==> src/rtl/if_stage_pkg.sv <==
// Shared definitions for the fetch stage and its consumer (id_stage).
//  - NOP_INSN : canonical no-op (addi x0,x0,0), shown on id_ir when idle or faulted
//  - state_t  : fetch state, S_RUN issues requests, S_FAULT parks after a bad redirect
//  - if_id_t  : {misaligned, pc, ir} bundle carried from fetch to decode
//  - IF_ID_W  : bit width of if_id_t, shared with id_stage
package if_stage_pkg;

  localparam logic [31:0] NOP_INSN = 32'h0000_0013;

  typedef enum logic {
    S_RUN   = 1'b0,
    S_FAULT = 1'b1
  } state_t;

  typedef struct packed {
    logic        misaligned;
    logic [31:0] pc;
    logic [31:0] ir;
  } if_id_t;

  localparam int IF_ID_W = $bits(if_id_t);

  // Entry presented to decode when a redirect target is not word aligned.
  function automatic if_id_t make_fault_entry(input logic [31:0] pc);
    if_id_t e;
    e.misaligned = 1'b1;
    e.pc         = pc;
    e.ir         = NOP_INSN;
    return e;
  endfunction

  // Entry for a normally fetched instruction word.
  function automatic if_id_t make_insn_entry(input logic [31:0] pc, input logic [31:0] ir);
    if_id_t e;
    e.misaligned = 1'b0;
    e.pc         = pc;
    e.ir         = ir;
    return e;
  endfunction

endpackage

==> src/rtl/if_fifo.sv <==
// Small synchronous FIFO with a combinational head read.
//  clk, rst   : clock and synchronous active-high clear
//  flush      : empties the FIFO; a push in the same cycle becomes the only entry
//  push       : write push_data (caller guarantees not full)
//  pop        : drop head (caller guarantees not empty; ignored during flush)
//  head       : oldest entry, valid while count != 0
//  count      : number of stored entries, 0..DEPTH
module if_fifo #(
  parameter int WIDTH = 32,
  parameter int DEPTH = 2
) (
  input  logic                     clk,
  input  logic                     rst,
  input  logic                     flush,
  input  logic                     push,
  input  logic [WIDTH-1:0]         push_data,
  input  logic                     pop,
  output logic [WIDTH-1:0]         head,
  output logic [$clog2(DEPTH):0]   count
);

  localparam int AW = $clog2(DEPTH);
  localparam int CW = AW + 1;

  logic [WIDTH-1:0] mem [DEPTH];
  logic [AW-1:0]    rd_ptr_reg;
  logic [AW-1:0]    wr_ptr_reg;
  logic [CW-1:0]    count_reg;
  logic [AW-1:0]    wr_idx;

  // A flush rewinds both pointers, so a push in the flush cycle lands in slot 0.
  assign wr_idx = flush ? '0 : wr_ptr_reg;

  always_ff @(posedge clk) begin
    if (!rst && push) begin
      mem[wr_idx] <= push_data;
    end
  end

  always_ff @(posedge clk) begin
    if (rst) begin
      rd_ptr_reg <= '0;
      wr_ptr_reg <= '0;
      count_reg  <= '0;
    end else if (flush) begin
      rd_ptr_reg <= '0;
      wr_ptr_reg <= push ? AW'(1) : '0;
      count_reg  <= push ? CW'(1) : '0;
    end else begin
      if (push) wr_ptr_reg <= wr_ptr_reg + AW'(1);
      if (pop)  rd_ptr_reg <= rd_ptr_reg + AW'(1);
      count_reg <= count_reg + CW'(push) - CW'(pop);
    end
  end

  assign head  = mem[rd_ptr_reg];
  assign count = count_reg;

endmodule

==> src/rtl/if_stage.sv <==
// Instruction fetch stage.
// Issues sequential word fetches on a req/gnt/rvalid instruction-memory port,
// buffers returned words and hands {ir, pc, misaligned} to decode with valid/ready.
// A redirect squashes everything in flight and buffered and restarts at redirect_pc;
// a misaligned target parks the stage and delivers a single fault entry instead.
//  clk, rst                         : clock, synchronous active-high reset
//  redirect, redirect_pc            : restart request and target address
//  imem_req, imem_addr, imem_gnt    : fetch request channel
//  imem_rvalid, imem_rdata          : in-order fetch response channel
//  id_valid, id_ready               : handshake towards decode
//  id_ir, id_pc, id_misaligned      : instruction bundle towards decode
module if_stage
  import if_stage_pkg::*;
#(
  parameter logic [31:0] RESET_PC = 32'h0000_0000,
  parameter int          DEPTH    = 2
) (
  input  logic        clk,
  input  logic        rst,
  input  logic        redirect,
  input  logic [31:0] redirect_pc,
  output logic        imem_req,
  output logic [31:0] imem_addr,
  input  logic        imem_gnt,
  input  logic        imem_rvalid,
  input  logic [31:0] imem_rdata,
  output logic        id_valid,
  input  logic        id_ready,
  output logic [31:0] id_ir,
  output logic [31:0] id_pc,
  output logic        id_misaligned
);

  localparam int CW = $clog2(DEPTH) + 1;

  state_t      state_reg;
  logic [31:0] pc_reg;
  // outstanding counts every request still awaiting its response, including
  // those already marked for discard; kill counts the ones to discard.
  logic [CW-1:0] outstanding_reg;
  logic [CW-1:0] kill_reg;

  logic [CW-1:0] q_count;
  logic [CW-1:0] pcf_count;
  logic [31:0]   pcf_head;
  if_id_t        q_head;
  if_id_t        q_in;

  logic          resp;
  logic          live_resp;
  logic          issue;
  logic          flush;
  logic          fault_push;
  logic [CW:0]   occupancy;
  logic [CW-1:0] outstanding_dec;
  logic [CW-1:0] squash_cnt;

  // A response with nothing outstanding cannot be ours; ignoring it keeps the
  // counters from wrapping.
  assign resp            = imem_rvalid && (outstanding_reg != '0);
  assign outstanding_dec = outstanding_reg - CW'(resp);
  // Everything still in flight after this cycle must be dropped on a squash.
  // The range guard only matters for the very first reset after power-up.
  assign squash_cnt      = (outstanding_dec <= CW'(DEPTH)) ? outstanding_dec : '0;

  // Reserve a queue slot for every request before issuing it, so a live
  // response always finds room.
  assign occupancy = {1'b0, outstanding_reg} + {1'b0, q_count};
  assign imem_req  = !rst && (state_reg == S_RUN) && !redirect &&
                     (occupancy < (CW+1)'(DEPTH));
  assign imem_addr = pc_reg;
  assign issue     = imem_req && imem_gnt;

  assign flush      = rst || redirect;
  assign live_resp  = resp && (kill_reg == '0) && !flush && (pcf_count != '0);
  assign fault_push = !rst && redirect && (redirect_pc[1:0] != 2'b00);

  always_comb begin
    q_in = make_insn_entry(pcf_head, imem_rdata);
    if (redirect) begin
      q_in = make_fault_entry(redirect_pc);
    end
  end

  // Addresses of issued requests, matched to responses in issue order.
  if_fifo #(
    .WIDTH (32),
    .DEPTH (DEPTH)
  ) u_pc_fifo (
    .clk       (clk),
    .rst       (rst),
    .flush     (flush),
    .push      (issue),
    .push_data (pc_reg),
    .pop       (live_resp),
    .head      (pcf_head),
    .count     (pcf_count)
  );

  // Instructions waiting for decode.
  if_fifo #(
    .WIDTH (IF_ID_W),
    .DEPTH (DEPTH)
  ) u_insn_queue (
    .clk       (clk),
    .rst       (rst),
    .flush     (flush),
    .push      (live_resp || fault_push),
    .push_data (q_in),
    .pop       (id_valid && id_ready),
    .head      (q_head),
    .count     (q_count)
  );

  always_ff @(posedge clk) begin
    if (rst) begin
      pc_reg          <= RESET_PC;
      state_reg       <= S_RUN;
      outstanding_reg <= squash_cnt;
      kill_reg        <= squash_cnt;
    end else if (redirect) begin
      outstanding_reg <= squash_cnt;
      kill_reg        <= squash_cnt;
      if (redirect_pc[1:0] == 2'b00) begin
        pc_reg    <= redirect_pc;
        state_reg <= S_RUN;
      end else begin
        state_reg <= S_FAULT;
      end
    end else begin
      outstanding_reg <= outstanding_reg + CW'(issue) - CW'(resp);
      if (resp && (kill_reg != '0)) begin
        kill_reg <= kill_reg - CW'(1);
      end
      if (issue) begin
        pc_reg <= pc_reg + 32'd4;
      end
    end
  end

  // Outputs come straight from the queue head; idle value is a NOP at pc 0.
  assign id_valid = (q_count != '0);

  always_comb begin
    id_ir         = NOP_INSN;
    id_pc         = '0;
    id_misaligned = 1'b0;
    if (id_valid) begin
      id_ir         = q_head.ir;
      id_pc         = q_head.pc;
      id_misaligned = q_head.misaligned;
    end
  end

endmodule
==> config.mk <==
export PLATFORM = sky130hd
export DESIGN_NAME = if_stage
export DESIGN_NICKNAME = d
export VERILOG_FILES = /design/src/rtl/if_stage_pkg.sv /design/src/rtl/if_fifo.sv /design/src/rtl/if_stage.sv
export SDC_FILE = /design/constraint.sdc
export NUM_CORES = 1
export LEC_CHECK = 0
export BUFFER_PORTS_ARGS = -buffer_cell sky130_fd_sc_hd__buf_2
export CAP_MARGIN = 10
export CELL_PAD_IN_SITES_DETAIL_PLACEMENT = 1
export CELL_PAD_IN_SITES_GLOBAL_PLACEMENT = 1
export CORE_ASPECT_RATIO = 1.25
export CORE_MARGIN = 2
export CORE_UTILIZATION = 41
export CTS_CLUSTER_DIAMETER = 40
export CTS_CLUSTER_SIZE = 28
export DETAILED_ROUTE_END_ITERATION = 16
export PLACE_DENSITY_LB_ADDON = 0.1
export SLEW_MARGIN = 30
export SYNTH_ARGS = -nofsm -noshare
export SYNTH_HDL_FRONTEND = slang
export SYNTH_SLANG_ARGS = --single-unit
==> constraint.sdc <==
create_clock -name clk -period 4.65 [get_ports clk]
set_input_delay 0.2325 -clock clk [delete_from_list [all_inputs] [get_ports clk]]
set_output_delay 0.2325 -clock clk [all_outputs]
set_load 0.02 [all_outputs]
==> flow_metrics.py <==
metrics = {
    "logic_synthesis": {
        "seq_area_frac_synth_pct": 65.1,
        "synthCells": 831,
        "synth-warning-count": 0,
        "synth_top_family_by_area": "simple AND/OR/NAND/NOR gates",
        "synth_compound_area_share_pct": 7.32,
        "synthArstFlopShare_pct": 0,
        "synth.avg_cell_area_um2": 12.5,
        "synth_xor_area_share_pct": 0.756,
        "yosys.area.top_type": "edfxtp_1",
        "syn-num-nets": 911,
        "synth_top_area_share_pct": 56.5,
        "synthAdderAreaFrac_pct": 1.27,
        "ys_types": 54,
        "synth-simple-area-share_pct": 13.0,
        "ys_ff_latch": 241,
        "synth_edf_count": 196,
        "ys_top_cells_by_area": "edfxtp_1 (56%), mux2i_1 (10%), dfxtp_1 (8.6%)",
        "muxShareOfSynthArea_pct": 10.1,
        "netlist_area_um2": 10400,
        "ys.flop_type": "edfxtp_1",
    },
    "sta": {
        "fin_crit_ns": 3.35,
        "hold_violations": 0,
        "finalMaxSlewViolations": 0,
        "rsz0062_at_grt": "false",
        "fin_crit_sh_pct": 72.1,
        "clock_skew_ns": 0.0330,
        "holdWs_ns": 0.0154,
        "relSlewSlack_pct": 38.4,
        "finalSetupViolations": 0,
        "fin_tns_setup_ns": 0,
        "worst_pin_slew_ns": 0.924,
        "fmax_ghz": 0.298,
    },
    "worst_setup_path": {
        "slowest_stage": "nor2_2",
        "worstSetupStartpoint": "u_insn_queue.count[0]",
        "cp_data_required_time_ns": 4.88,
        "start_kind": "flip-flop",
        "r2r-start": "u_insn_queue.count[0]",
        "setup.worst_path.class": "reg -> reg",
        "path_cells": "and2_1, fa_1, nor3_1, nand2_1, nor2_2, buf_12",
        "path_max_fanout": 22,
        "slowest_delay_ns": 0.78,
        "end_kind": "flip-flop",
        "worstPathArrival_ns": 3.58,
    },
    "routing": {
        "dr.pass1.iters": 5,
        "first_iter_violations": 300,
        "via_per_inst": 5.31,
        "drt_wl_total_mm": 26.9,
        "routedWlPerCell_um": 19.8,
        "vias": 7199,
        "drc": 0,
        "antenna_left": 0,
    },
    "layout": {
        "largest_reg_flops": 130,
        "drive_gt1_share_pct": 25.3,
        "diodes": 0,
        "layout_commonest_cell": "edfxtp_1",
        "syn2layout_area_growth_pct": 22.4,
        "n_fill_cell": 2658,
        "final_cell_mix": "edfxtp_1 (196), buf_2 (167), mux2i_1 (105), nor2_1 (93), nand2_1 (65)",
        "top_register": "u_insn_queue.mem",
        "layout.nets": 1077,
    },
    "power": {
        "power_uw": 5550,
        "leakagePower_uw": 0.00465,
        "p_per_area_nw_per_um2": 435,
        "ir_drop_v": 0.000265,
    },
    "global_route": {
        "grt_overflow": 0,
        "grt_pass1_wl_mm": 41.7,
        "grt_pass1_vias": 7471,
        "grt_antenna_before_repair": 0,
        "grt.total_usage_pct": 20.0,
        "grt_max_degree": 73,
    },
    "cts": {
        "cts_buffer_depth": 3,
        "postCtsSetupRepairBufs": 0,
        "cts_tree": "yes",
        "clk_pin_slew_worst_paths_ns": 0.06,
        "numCtsBuffers": 30,
        "clkSinkCount": 241,
        "insertion_delay_ns": 0.56,
        "cts_root_buffer": "clkbuf_16",
        "htreeDepth": 1,
    },
    "worst_hold_path": {
        "hp-class": "in -> reg",
        "worstHoldStart": "redirect_pc[16]",
    },
    "job": {
        "max_cap_viol_count": 0,
    },
    "floorplanning": {
        "boundaryPins": 169,
        "start_util_pct": 41.5,
        "die_h_um": 182,
        "die-area_um2": 26700,
        "die_w_um": 147,
        "rows": 65,
        "coreArea_um2": 25100,
    },
    "placement": {
        "io_buffers": 168,
        "dp_hpwl_mm": 17.7,
        "globalplace.congestion": 0.776,
    },
    "status": {
        "status": "complete, no violations",
    },
}
==> kinds of logic (layout without fill, tap and decap cells) <==
| kind of cell | after synthesis | after routing |
|---|---|---|
| and+or+nand+nor | 278 | 278 |
| DFF | 241 | 241 |
| AOI/OAI and AO/OA | 123 | 123 |
| muxes | 105 | 105 |
| buffers and inverters | 65 | 255 |
| adders and majority gates | 10 | 10 |
| xor gates and xnor gates | 9 | 9 |
==> stage by stage <==
stage / util [%] / setup slack, ns / std cells / area [µm²]
floorplan: - / 0.391 / 831 / 10400
global placement: 46.4 / 1.45 / 1294 / 11600
detailed placement: 46.4 / 1.30 / 1294 / 11700
CTS: 50.8 / 1.28 / 1356 / 12800
global route: 50.8 / 1.08 / 1356 / 12800
finish: 50.8 / 1.30 / 1356 / 12800
==> routing by layer <==
metal	global-route usage [%]	wire (µm)	vias to the layer above
met5	0	0	-
met4	5.55	604	0
met3	2.55	1160	40
met2	36.1	13700	184
met1	25.2	11400	3556
li1	-	-	3419
==> final cells by class <==
type / instances / area (µm²) / area share (%)
Clock buffer: 31 / 776 / 6.08
Clock inverter: 25 / 274 / 2.15
Inverter: 14 / 52.6 / 0.412
Multi-Input combinational cell: 525 / 3420 / 26.8
Sequential cell: 241 / 6790 / 53.2
Tap cell: 335 / 419 / 3.28
Timing Repair Buffer: 185 / 1020 / 8.02
==> synth_stat cells (3+ instances only) <==
cell type	number
a31oi_1	5
nand3_1	14
o211ai_1	6
o22ai_1	8
dfxtp_1	45
nand2_1	65
a21oi_1	23
a211oi_1	3
buf_2	5
nor2_1	98
o21ai_0	43
ha_1	9
buf_1	9
or2_2	6
or4_1	6
clkbuf_1	36
nand4_1	13
inv_1	13
mux2i_1	105
nor2b_1	29
a2bb2oi_1	4
and3_1	4
edfxtp_1	196
a21o_1	5
xnor2_1	4
xor2_1	5
a22oi_1	11
or3_1	4
o21a_1	4
nor4_1	5
nor3_1	12
and2_1	9
==> power breakdown <==
| part | switching, µW | total [µW] | internal [µW] |
|---|---|---|---|
| registers | 86.9 | 2520 | 2440 |
| clock network | 968 | 2390 | 1420 |
| logic | 412 | 638 | 226 |
==> worst max-delay path, delay by kind of cell (launching register included) <==
kind	cells	cell delay, ns
simple gates	4	1.95
buf+inv	1	0.27
fa+ha+maj	1	0.41
flops	1	0.40
==> worst paths after layout <==
path | end | slack [ns] | cells after the start
worst max-delay path | u_pc_fifo.mem[0][6] | 1.30 | 6
worst min-delay path | imem_addr[16] | 0.02 | 3
worst max register to register | u_pc_fifo.mem[0][6] | 1.30 | 6
worst min register to register | state_reg | 0.51 | 1
==> timing repair <==
action,CTS,global route
endpoints found under the hold margin,9,0
hold buffers,6,0
gates resized for setup,0,0
Note: power is estimated with default switching activity, not from simulation.
